`config.mk`:
```
export PLATFORM = sky130hd
export DESIGN_NAME = sm_ptp_txts_matcher
export DESIGN_NICKNAME = d
export VERILOG_FILES = /design/src/rtl/sm_ptp_pkg.sv /design/src/rtl/sm_ptp_fp_fifo.sv /design/src/rtl/sm_ptp_txts_matcher.sv
export SDC_FILE = /design/constraint.sdc
export NUM_CORES = 1
export LEC_CHECK = 0
export CORE_ASPECT_RATIO = 1.75
export CORE_MARGIN = 2
export CORE_UTILIZATION = 33
export CTS_CLUSTER_DIAMETER = 80
export DETAILED_ROUTE_END_ITERATION = 16
export GPL_ROUTABILITY_DRIVEN = 0
export PLACE_DENSITY = 0.63
export SLEW_MARGIN = 0
export SYNTH_ARGS = -nofsm -noshare
export SYNTH_HDL_FRONTEND = slang
export SYNTH_SLANG_ARGS = --single-unit
```
`constraint.sdc`:
```
create_clock -name clk -period 5.3 [get_ports clk]
set_input_delay 0.795 -clock clk [delete_from_list [all_inputs] [get_ports clk]]
set_output_delay 0.795 -clock clk [all_outputs]
set_load 0.02 [all_outputs]
```
`src/rtl/sm_ptp_pkg.sv`:
```
// Shared PTP egress-timestamp definitions: default widths and the result status encoding.
package sm_ptp_pkg;

  localparam int FP_W_DEF = 20;
  localparam int TS_W_DEF = 96;

  typedef enum logic [1:0] {
    ST_MATCH   = 2'b00,
    ST_TIMEOUT = 2'b01,
    ST_FLUSH   = 2'b10
  } ptp_status_e;

  // Result priority: a present timestamp always decides, timeout only when none arrived.
  function automatic ptp_status_e status_enc(input logic match, input logic flush);
    if (match)      return ST_MATCH;
    else if (flush) return ST_FLUSH;
    else            return ST_TIMEOUT;
  endfunction

endpackage

```
`src/rtl/sm_ptp_fp_fifo.sv`:
```
// In-order fingerprint queue with first-word-fall-through head and registered count.
module sm_ptp_fp_fifo #(
  parameter  int W     = 20,
  parameter  int DEPTH = 16,
  localparam int AW    = $clog2(DEPTH),
  localparam int CW    = AW + 1
) (
  input  logic          clk,
  input  logic          rst,
  input  logic          push,
  input  logic [W-1:0]  wdata,
  input  logic          pop,
  output logic [W-1:0]  head,
  output logic          full,
  output logic          empty,
  output logic [CW-1:0] count
);

  logic [DEPTH-1:0][W-1:0] mem;
  logic [AW-1:0]           wr_ptr, rd_ptr;
  logic                    push_ok, pop_ok;

  assign full    = (count == CW'(DEPTH));
  assign empty   = (count == '0);
  assign push_ok = push & ~full;
  assign pop_ok  = pop & ~empty;
  assign head    = mem[rd_ptr];

  // Storage carries no reset; validity is tracked entirely by the pointers and count.
  always_ff @(posedge clk) begin
    if (push_ok) mem[wr_ptr] <= wdata;
  end

  always_ff @(posedge clk or posedge rst) begin
    if (rst) begin
      wr_ptr <= '0;
      rd_ptr <= '0;
      count  <= '0;
    end else begin
      if (push_ok) wr_ptr <= wr_ptr + AW'(1);
      if (pop_ok)  rd_ptr <= rd_ptr + AW'(1);
      case ({push_ok, pop_ok})
        2'b10:   count <= count + CW'(1);
        2'b01:   count <= count - CW'(1);
        default: count <= count;
      endcase
    end
  end

endmodule

```
`src/rtl/sm_ptp_txts_matcher.sv`:
```
// Matches egress timestamps to queued timestamp requests in order; optional debug
// counters are built only when SM_PTP_TXTS_DBG_CNTR_EN is defined.
module sm_ptp_txts_matcher
  import sm_ptp_pkg::*;
#(
  parameter int FP_W  = FP_W_DEF,
  parameter int TS_W  = TS_W_DEF,
  parameter int DEPTH = 16,
  parameter int TMO_W = 16
) (
  input  logic                     clk,
  input  logic                     rst,
  input  logic [TMO_W-1:0]         tmo_cycles,
  input  logic                     req_valid,
  output logic                     req_ready,
  input  logic [FP_W-1:0]          req_fp,
  input  logic                     ts_valid,
  input  logic [FP_W-1:0]          ts_fp,
  input  logic [TS_W-1:0]          ts_data,
  output logic                     out_valid,
  output logic [FP_W-1:0]          out_fp,
  output logic [TS_W-1:0]          out_ts,
  output logic [1:0]               out_status,
  output logic [$clog2(DEPTH):0]   occupancy,
  output logic [31:0]              cnt_match,
  output logic [31:0]              cnt_flush,
  output logic [31:0]              cnt_tmo,
  output logic [31:0]              cnt_orphan
);

  localparam int CW = $clog2(DEPTH) + 1;

  logic            run_q;
  logic            push, pop;
  logic            full, empty;
  logic [FP_W-1:0] head_fp;
  logic [CW-1:0]   count;
  logic [TMO_W-1:0] age;
  logic            match_ev, flush_ev, tmo_ev;

  // run_q holds req_ready low through reset and releases it one edge later.
  always_ff @(posedge clk or posedge rst) begin
    if (rst) run_q <= 1'b0;
    else     run_q <= 1'b1;
  end

  assign req_ready = run_q & ~full;
  assign push      = req_valid & req_ready;
  assign occupancy = count;

  assign match_ev = ts_valid & ~empty & (ts_fp == head_fp);
  assign flush_ev = ts_valid & ~empty & (ts_fp != head_fp);
  assign tmo_ev   = ~ts_valid & ~empty & (tmo_cycles != '0) &
                    (age == tmo_cycles - TMO_W'(1));
  assign pop      = match_ev | flush_ev | tmo_ev;

  sm_ptp_fp_fifo #(
    .W     (FP_W),
    .DEPTH (DEPTH)
  ) u_fifo (
    .clk   (clk),
    .rst   (rst),
    .push  (push),
    .wdata (req_fp),
    .pop   (pop),
    .head  (head_fp),
    .full  (full),
    .empty (empty),
    .count (count)
  );

  // Age restarts whenever a new entry becomes head (pop, or push into an empty queue).
  always_ff @(posedge clk or posedge rst) begin
    if (rst)                age <= '0;
    else if (pop || empty)  age <= '0;
    else if (age != '1)     age <= age + TMO_W'(1);
  end

  always_ff @(posedge clk or posedge rst) begin
    if (rst) begin
      out_valid  <= 1'b0;
      out_fp     <= '0;
      out_ts     <= '0;
      out_status <= ST_MATCH;
    end else begin
      out_valid <= pop;
      if (pop) begin
        out_fp     <= head_fp;
        out_ts     <= match_ev ? ts_data : '0;
        out_status <= status_enc(match_ev, flush_ev);
      end
    end
  end

`ifdef SM_PTP_TXTS_DBG_CNTR_EN
  logic orphan_ev;
  // A flushed timestamp is also an orphan: it found no request to land on.
  assign orphan_ev = ts_valid & ~match_ev;

  always_ff @(posedge clk or posedge rst) begin
    if (rst) begin
      cnt_match  <= '0;
      cnt_flush  <= '0;
      cnt_tmo    <= '0;
      cnt_orphan <= '0;
    end else begin
      cnt_match  <= cnt_match  + {31'd0, match_ev};
      cnt_flush  <= cnt_flush  + {31'd0, flush_ev};
      cnt_tmo    <= cnt_tmo    + {31'd0, tmo_ev};
      cnt_orphan <= cnt_orphan + {31'd0, orphan_ev};
    end
  end
`else
  assign cnt_match  = '0;
  assign cnt_flush  = '0;
  assign cnt_tmo    = '0;
  assign cnt_orphan = '0;
`endif

endmodule

```
After elaboration in Yosys (flattened, before gate mapping)
Cells that the tools add are included.

word-level totals
  input bits = 156
  bits in registers = 469
  logic and storage cells = 73

operators by class
  reductions and logical operators = 6
  $add $sub $neg = 6
  equality and inequality tests = 7
  muxes and demuxes = 11
  bitwise logic cells = 15
  magnitude comparators = 3

operators with widths
  kind                                                  count
  bitwise mux 320 bit                                   1
  2-to-1 mux 96 bit                                     1
  binary-select mux 20 bit (select 4 bit)               1
  demux 20 bit (select 4 bit)                           1
  2-to-1 mux 20 bit                                     2
  2-to-1 mux 16 bit                                     2
  equality test 20 bit                                  1
  != test 20 bit                                        1
  adder 16 x 1 -> 16 bit (second input constant)        1
  equality test 16 bit                                  1
  != test 16 bit (second input constant)                1
  nonzero test 16 bit                                   1
  subtractor 16 x 1 -> 16 bit (second input constant)   1
  AND 1 bit                                             10
  < comparator 4 x 5 -> 1 bit (second input constant)   2
  one-hot mux 5 bit (2 select lines)                    1
  adder 4 x 1 -> 4 bit (second input constant)          2
  adder 5 x 1 -> 5 bit (second input constant)          1
  equality test 5 bit (second input constant)           1
  logical NOT 5 bit                                     1
  subtractor 5 x 1 -> 5 bit (second input constant)     1
  >= comparator 4 x 1 -> 1 bit (second input constant)  1
  2-to-1 mux 2 bit                                      2
  nonzero test 2 bit                                    2
  other kinds (6)                                       9

Longest topological paths before layout
Gate-level depths: netlist (run 1).

  word-level depth = 9
  gate-level depth with buffers = 19
  gate-level depth less buffers = 18

Modules after synthesis
Synthesis (run 1) repeated with hierarchy kept, for this count alone.

unflattened totals
  cell total of the unflattened synthesis = 1263
  area total of the unflattened synthesis = 19984.2 um^2

modules (own cells, without submodules)
  module               cells each  area an instance (um^2)  times used  seq. area each (um^2)
  sm_ptp_fp_fifo       670         13127.6                  1           9934.5
  sm_ptp_txts_matcher  593         6856.6                   1           3403.3

Worst setup path after synthesis (run 1)
Ideal clock, no wire load.

  path kind = input port to flip-flop
  from = in tmo_cycles[2]
  to = reg u_fifo.count[4]
  path buffers = 1
  setup slack = 1.055 ns
  arrival time = 4.114 ns
  cell stages on the path = 17
  cell sequence = or4_1 or4_1 nor3b_1 o31a_1 o221ai_1 o21a_1 buf_2 inv_1 ha_1 inv_1 fa_1 inv_1 a21o_1 a21oi_1 xnor2_1 nor2_1 xor2_1

between the ends
  cells in the longest elaborated chain, start to end = 7
  elaborated cells on any way between the ends = 11
  those cells by class = add/sub (1); eq/ne (3); mux (1); bitwise (4); reduce/logical (2)

RTL lines
  what                                                                             RTL line                                              RTL
  from (decl)                                                                      sm_ptp_txts_matcher.sv:13                             input logic [TMO_W-1:0] tmo_cycles,
  subtractor 16 x 1 -> 16 bit / nonzero test 16 bit (equally long branches)        sm_ptp_txts_matcher.sv:54, sm_ptp_txts_matcher.sv:53
  equality test 16 bit / AND 1 bit (equally long branches)                         sm_ptp_txts_matcher.sv:54, sm_ptp_txts_matcher.sv:53
  AND 1 bit (*)                                                                    sm_ptp_txts_matcher.sv:53                             assign tmo_ev = ~ts_valid & ~empty & (tmo_cycles != '0) &
  bitwise OR 1 bit (*)                                                             sm_ptp_txts_matcher.sv:55                             assign pop = match_ev | flush_ev | tmo_ev;
  AND 1 bit (*)                                                                    sm_ptp_fp_fifo.sv:26                                  assign pop_ok = pop & ~empty;
  named net u_fifo.pop_ok                                                          sm_ptp_fp_fifo.sv:21                                  logic push_ok, pop_ok;
  equality test 2 x 1 -> 1 bit / equality test 2 bit (equally long branches)       sm_ptp_fp_fifo.sv:42                                  case ({push_ok, pop_ok})
  one-hot mux 5 bit (2 select lines) / nonzero test 2 bit (equally long branches)  n/a
  to (signal assigned)                                                             sm_ptp_fp_fifo.sv:43                                  2'b10: count <= count + CW'(1);
  to (signal assigned)                                                             sm_ptp_fp_fifo.sv:44                                  2'b01: count <= count - CW'(1);
  to (signal assigned)                                                             sm_ptp_fp_fifo.sv:45                                  default: count <= count;
  to (decl)                                                                        sm_ptp_fp_fifo.sv:16                                  output logic [CW-1:0] count

Mark *: on every way through the listed nets, which the timed path passes. The rest lies on a longest branch.
A chain may end at the register's enable or synchronous reset.

Worst setup path after layout (run 1)
Ends and elaborated chain as after synthesis.

==> out/metrics.cfg, run 1 <==
[floorplanning]
die_w_microns=190
initial_core_util=0.333
fp-row-count=119
io_pins=409
chipHeight_microns=330
coreArea_sq_um=60200
die_area_sq_um=62700

[sta]
setup_viol=0
hold_viol=0
setup_tns_ps=0
max_freq_mhz=225
worst_slew_pin_slew_ps=1090
clock_skew_ps=26.9
slew_headroom=0.275
slew_violations=0
rsz0062_at_grt=no
final.period_utilization=0.837
fin_crit_ps=4440

[global_routing]
grt_max_degree=130
overflow=0
grt_pass1_wl_microns=80900
grt_usage=0.177
grt_antenna_before_repair=4
grt_pass1_vias=11900

[synth]
syn_area_per_cell_sq_um=15.6
ys_warn_count=0
synthFlopType=edfxtp_1
synth.distinct_cells=61
ys_ff_latch=469
synthArstFlopShare=0.318
netlist_area_sq_um=20000
synth_edf_count=320
synth-seq-area-share=0.666
synth_cells=1284

[finish]
fin_util=0.409
layout-drive-gt1-share=0.119
nets=1735
area_growth_pct=23.1

[critical_path]
crit_fanout=6
cp.arrival_ps=4920
path_common_cell=inv_1
critPathLaunchType=primary input
regToRegSetupSlack_ps=1050
regToRegEndpoint=out_ts[68]
worst-r2r-cell-count=9
crit_slowest_cell=nor4_1
worstSetupEndpointType=flop
worstPathRequired_ps=5780
crit-reg2reg-launch=u_fifo.rd_ptr[0]
cpPeakStageDelay_ps=580
crit_chain=clkdlybuf4s50_1 > nor4_1 > nand2_1 > or3_1 > a2111oi_0 > nand4_1 > o21a_4 > inv_1 > ha_1 > inv_1 > fa_1 > inv_1 > a21o_1 > a21oi_1 > xnor2_1 > nor2_1 > xor2_1
path_class=primary input to flop

[drt]
viasPerCell=5.05
dr.first_iter.drc_count=956
drcViolationCount=0
vias=12000
wl_per_cell_microns=23.8
drtPass1Iterations=5
drt_wl_total_microns=56900
drtAntennaViolNets=0

[cts]
cts.clk_slew.worst_paths_ps=60
post_cts_buffers=0
clock-sinks=469
clock_path_buffers=3
htree_levels=2
cts_hold_buf=0
cts_tree=built
cts_root_buf=clkbuf_16
cts_resized=0
clock_latency_ps=580
numCtsBuffers=43

[placement]
port_buffers=280
place_hpwl_microns=38600

[power]
p_leak_nw=9.18
vdd_ir_drop_max_uv=255
power_density_nw_per_um2=443

[flow_run]
drv_cap=0

[hold_path]
hold_depth=1
hold_end=out_fp[16]
min_path_type=flop to flop
min-delay-start=out_fp[16]

[run_status]
status=complete, no violations

==> per-layer routing <==
metal	vias up	global-route usage	routed length [microns]
met5	-	0	20
met4	2	0.0843	2570
met3	109	0.0248	4070
met2	639	0.308	28400
met1	6091	0.218	21800
li1	5202	-	-
==> stage by stage <==
step | setup slack [ps] | cell area (sq um) | cells | hold slack, ps | total power (W)
after floorplan | 497 | 20500 | 1411 | 493 | 0.00665
after global placement | 412 | 23200 | 2307 | 468 | 0.00782
after detailed placement | 284 | 23200 | 2307 | 472 | 0.00788
after CTS | 893 | 24600 | 2385 | 487 | 0.0110
after global routing | 615 | 24600 | 2386 | 508 | 0.0114
final | 865 | 24600 | 2386 | 488 | 0.0109
==> report_power, final <==
group,switching [W],leakage (nW),total (W),internal (W)
Clock,0.00141,0.699,0.00314,0.00173
Sequential,0.000461,4.88,0.00465,0.00419
Combinational,0.00173,3.61,0.00312,0.00138
==> synth_stat cells, types with 19 or more instances <==
master / n / area [sq um]
a22o_1: 98 / 858
and2_1: 19 / 119
buf_2: 24 / 120
buf_4: 135 / 1010
clkbuf_1: 24 / 90.1
dfrtp_1: 149 / 3730
edfxtp_1: 320 / 9610
inv_1: 19 / 71.3
mux2_2: 23 / 259
mux2i_1: 63 / 631
mux4_2: 51 / 1150
nand2_1: 42 / 158
nand3_1: 19 / 95.1
nor2_1: 51 / 191
xnor2_1: 29 / 254
xor2_1: 32 / 280
==> cell type report <==
cell class | count | area, sq um
clock buffers | 55 | 1170
clock inverters | 23 | 236
inverters | 19 | 76.3
fillers | 5437 | 35500
diodes | 1 | 2.50
repair buffers | 298 | 2980
well taps | 786 | 983
multi-input cells | 735 | 5830
flip-flops and latches | 469 | 13300
==> sequential cells by signal (all words and copies together) (netlist names) <==
signal and cells:
out_status 2, u_fifo.mem 320, run_q 1, u_fifo.rd_ptr 4, u_fifo.count 5, out_fp 20
out_ts 96, out_valid 1, age 16, u_fifo.wr_ptr 4
==> worst max-delay path: cells and delay by family <==
| kind | cells | cell delay (ps) |
|---|---|---|
| fa+ha+maj | 2 | 660 |
| simple gates | 5 | 1510 |
| xor+xnor | 2 | 280 |
| compound gates | 4 | 890 |
| buf+inv | 4 | 780 |
==> cell usage in the layout, fill, tap and decap left out, types with 4 or more instances in the layout <==
master	n
edfxtp_1	320
clkdlybuf4s50_1	280
dfrtp_1	146
conb_1	129
a22o_1	98
mux2i_1	63
nor2_1	51
mux4_2	51
clkbuf_16	43
nand2_1	42
xor2_1	32
xnor2_1	29
mux2_2	23
nand3_1	19
inv_1	18
o21ai_0	16
and2_2	16
a221oi_1	15
buf_4	15
a21oi_1	13
nor2b_1	13
a22oi_1	13
ha_1	12
clkinv_2	11
nor3_1	9
nor4_1	7
clkbuf_1	7
a21o_1	5
nand4_1	5
clkbuf_8	5
nand2b_1	4
nand3b_1	4
or3_1	4
nor3b_1	4
o21a_1	4
o22ai_1	4
==> worst max path at each step <==
| stage | from | cells past startpoint | slack [ps] | to |
|---|---|---|---|---|
| after floorplan | rst | 1 | 500 | age[0] |
| after global placement | tmo_cycles[2] | 17 | 410 | u_fifo.count[4] |
| after detailed placement | tmo_cycles[2] | 17 | 280 | u_fifo.count[4] |
| after CTS | tmo_cycles[2] | 17 | 890 | u_fifo.count[4] |
| after global routing | tmo_cycles[2] | 17 | 620 | u_fifo.count[4] |
| final | tmo_cycles[2] | 17 | 860 | u_fifo.count[4] |
==> cell families after synthesis <==
logic type | synth area share
AND/OR/NAND/NOR | 0.0495
adder cells (fa/ha/maj) | 0.00850
flip-flops | 0.667
other | 0.000375
XOR/XNOR | 0.0267
buffers and inverters | 0.0672
multiplexers | 0.102
AO/OA/AOI/OAI | 0.0794
Note: power is estimated with default switching activity, not from simulation.
==> inputs of run 2 (changes only) <==
==> constraint.sdc (replaced) <==
create_clock -name clk -period 4.1 [get_ports clk]
set_input_delay 0.615 -clock clk [delete_from_list [all_inputs] [get_ports clk]]
set_output_delay 0.615 -clock clk [all_outputs]
set_load 0.02 [all_outputs]
==> run 2 against run 1 <==
  * Combinational power grew 46%
  * Largest cell class unchanged
  * Die area is the same
  * Critical path type unchanged
  * Global-route usage about the same
==> out/metrics.cfg, run 2 (synthesized netlist as in run 1, its figures left out) <==
[global_routing]
overflow=0  ; unchanged
grt_max_degree=150  ; was 130
grt_antenna_before_repair=1  ; was 4
grt_pass1_vias=12300  ; was 11900
grt_pass1_wl_microns=81900  ; was 80900 microns
grt_usage=0.178  ; was 0.177

[floorplanning]
fp-row-count=119  ; unchanged
die_w_microns=190  ; unchanged
die_area_sq_um=62700  ; unchanged
coreArea_sq_um=60200  ; unchanged
chipHeight_microns=330  ; unchanged
initial_core_util=0.333  ; unchanged
io_pins=409  ; unchanged

[sta]
worst_slew_pin_slew_ps=934  ; was 1090 ps
slew_violations=0  ; unchanged
slew_headroom=0.375  ; was 0.275
clock_skew_ps=17.3  ; was 26.9 ps
hold_slack_ps=483  ; was 488 ps
max_freq_mhz=253
setup_viol=0  ; unchanged
rsz0062_at_grt=yes  ; was no
hold_viol=0  ; unchanged
final.period_utilization=0.963
fin_crit_ps=3950

[critical_path]
crit_fanout=4  ; was 6
critPathLaunchType=primary input  ; unchanged
worst-r2r-cell-count=12  ; was 9
path_class=primary input to flop  ; unchanged
cp.arrival_ps=4410  ; was 4920 ps
crit-reg2reg-launch=u_fifo.rd_ptr[0]  ; unchanged
worstSetupEndpointType=flop  ; unchanged
worstPathRequired_ps=4560  ; was 5780 ps
regToRegEndpoint=out_ts[62]  ; was out_ts[68]
regToRegSetupSlack_ps=260  ; was 1050 ps

[finish]
layout_common_cells=edfxtp_1, clkdlybuf4s50_1, dfrtp_1, conb_1, a22o_1  ; unchanged
mostFrequentLayoutCell=edfxtp_1  ; unchanged
reg.largest.list=u_fifo.mem: 320 flops, out_ts: 96 flops, out_fp: 20 flops  ; unchanged
final_area_sq_um=25300  ; was 24600 sq um
diodes=0  ; was 1
regMostFlops=u_fifo.mem  ; unchanged
area_growth_pct=26.5  ; was 23.1%
nFillCells=5406  ; was 5437
largest_reg_flops=320  ; unchanged
layout-drive-gt1-share=0.154  ; was 0.119
nets=1805  ; was 1735

[drt]
wl_per_cell_microns=23.1  ; was 23.8 microns
drtAntennaViolNets=0  ; unchanged
drtPass1Iterations=5  ; unchanged
drt_wl_total_microns=56900  ; about the same
drcViolationCount=0  ; unchanged
dr.first_iter.drc_count=934  ; was 956
viasPerCell=4.98  ; was 5.05
vias=12200  ; was 12000

[hold_path]
hold_depth=1  ; unchanged
min_path_type=flop to flop  ; unchanged
min-delay-start=out_fp[16]  ; unchanged
hold_end=out_fp[16]  ; unchanged

[power]
seqPwrFrac=0.394  ; was 0.426
pwr-share-comb=0.314  ; was 0.286
intPower_w=0.00976  ; was 0.00731 W
clockPowerShare=0.292  ; was 0.288
vdd_ir_drop_max_uv=344  ; was 255 uV
p_switching_w=0.00479  ; was 0.00360 W
power_density_nw_per_um2=575  ; was 443 nW/um^2
p_leak_nw=9.56  ; was 9.18 nW
swShare=0.329  ; was 0.330

[cts]
numCtsBuffers=46  ; was 43
cts_hold_buf=0  ; unchanged
clock_latency_ps=580  ; about the same
cts_tree=built  ; unchanged
post_cts_buffers=0  ; unchanged
htree_levels=2  ; unchanged
cts_root_buf=clkbuf_16  ; unchanged
clock-sinks=469  ; unchanged
cts.clk_slew.worst_paths_ps=60  ; about the same
clock_path_buffers=3  ; unchanged

[placement]
place_area_sq_um=23800  ; was 23200 sq um
port_buffers=280  ; unchanged
place_hpwl_microns=39400  ; was 38600 microns

[flow_run]
drv_cap=0  ; unchanged

[run_status]
status=complete, no violations  ; unchanged

## run 2: timing repair
action                                  CTS  global route
gates resized for setup                   0             4
endpoints found under the hold margin     0             0
endpoints found under the setup margin    0            69
## run 2: worst max-delay path by stage
stage | start | end | slack [ps] | cells after the start
2_1_floorplan | tmo_cycles[2] | u_fifo.count[4] | 30 | 17
3_3_place_gp | tmo_cycles[7] | u_fifo.count[4] | -390 | 17
3_5_place_dp | tmo_cycles[7] | u_fifo.count[4] | -440 | 17
4_1_cts | u_fifo.rd_ptr[0] | out_ts[68] | 40 | 10
5_1_grt | tmo_cycles[2] | u_fifo.count[4] | -40 | 19
6_report | tmo_cycles[3] | u_fifo.count[4] | 150 | 17
## run 2: layer usage
| layer | routed length (microns) | GRT usage |
|---|---|---|
| met1 | 21800 | 0.218 |
| met2 | 28800 | 0.312 |
| met3 | 3990 | 0.0246 |
| met4 | 2280 | 0.0763 |
| met5 | 0 | 0 |
## run 2: critical path: stages
cell and delay [ps]:
clkdlybuf4s50_1 470, or4_1 570, or4_1 510, nor3b_1 180
o31a_1 280, o221ai_1 280, o21a_4 180, inv_1 50
ha_1 250, inv_1 110, fa_1 200, inv_1 40
a21o_1 160, a21oi_1 160, xnor2_1 130, nor2_1 60
xor2_1 150
## run 2: layout make-up
class                           instances  area [sq um]  area share
Clock inverter                         29           285      0.0113
Clock buffer                           55          1210      0.0480
Multi-Input combinational cell        735          5840       0.231
Inverter                               19          75.1     0.00297
Timing Repair Buffer                  365          3570       0.141
Sequential cell                       469         13300       0.527
Tap cell                              786           983      0.0389
## run 2: per-stage QoR
stage	utilization	setup TNS (ps)	setup slack [ps]	total power [W]	cells
floorplan	-	0	34.8	0.00860	1411
global placement	0.396	-3230	-391	0.0104	2374
detailed placement	0.396	-5750	-442	0.0104	2374
CTS	0.421	0	39.1	0.0147	2458
global route	0.421	-43.2	-43.2	0.0151	2458
finish	0.421	0	151	0.0145	2458
## run 2: power by group through the flow
stage	logic [W]	clock network [W]	registers [W]
CTS	0.00462	0.00435	0.00574
finish	0.00457	0.00424	0.00573
detailed placement	0.00460	0	0.00583
floorplan	0.00279	0	0.00581
global placement	0.00457	0	0.00582
global route	0.00486	0.00451	0.00578
==> inputs of run 3 (changes only) <==
--- a/config.mk
+++ b/config.mk
@@ -5,6 +5,7 @@
 export SDC_FILE = /design/constraint.sdc
 export NUM_CORES = 1
 export LEC_CHECK = 0
+export ABC_CLOCK_PERIOD_IN_PS = 4100
 export CORE_ASPECT_RATIO = 1.75
 export CORE_MARGIN = 2
 export CORE_UTILIZATION = 33
==> results of run 3 <==
Final layout, timing and power as in run 2 (identical DEF).
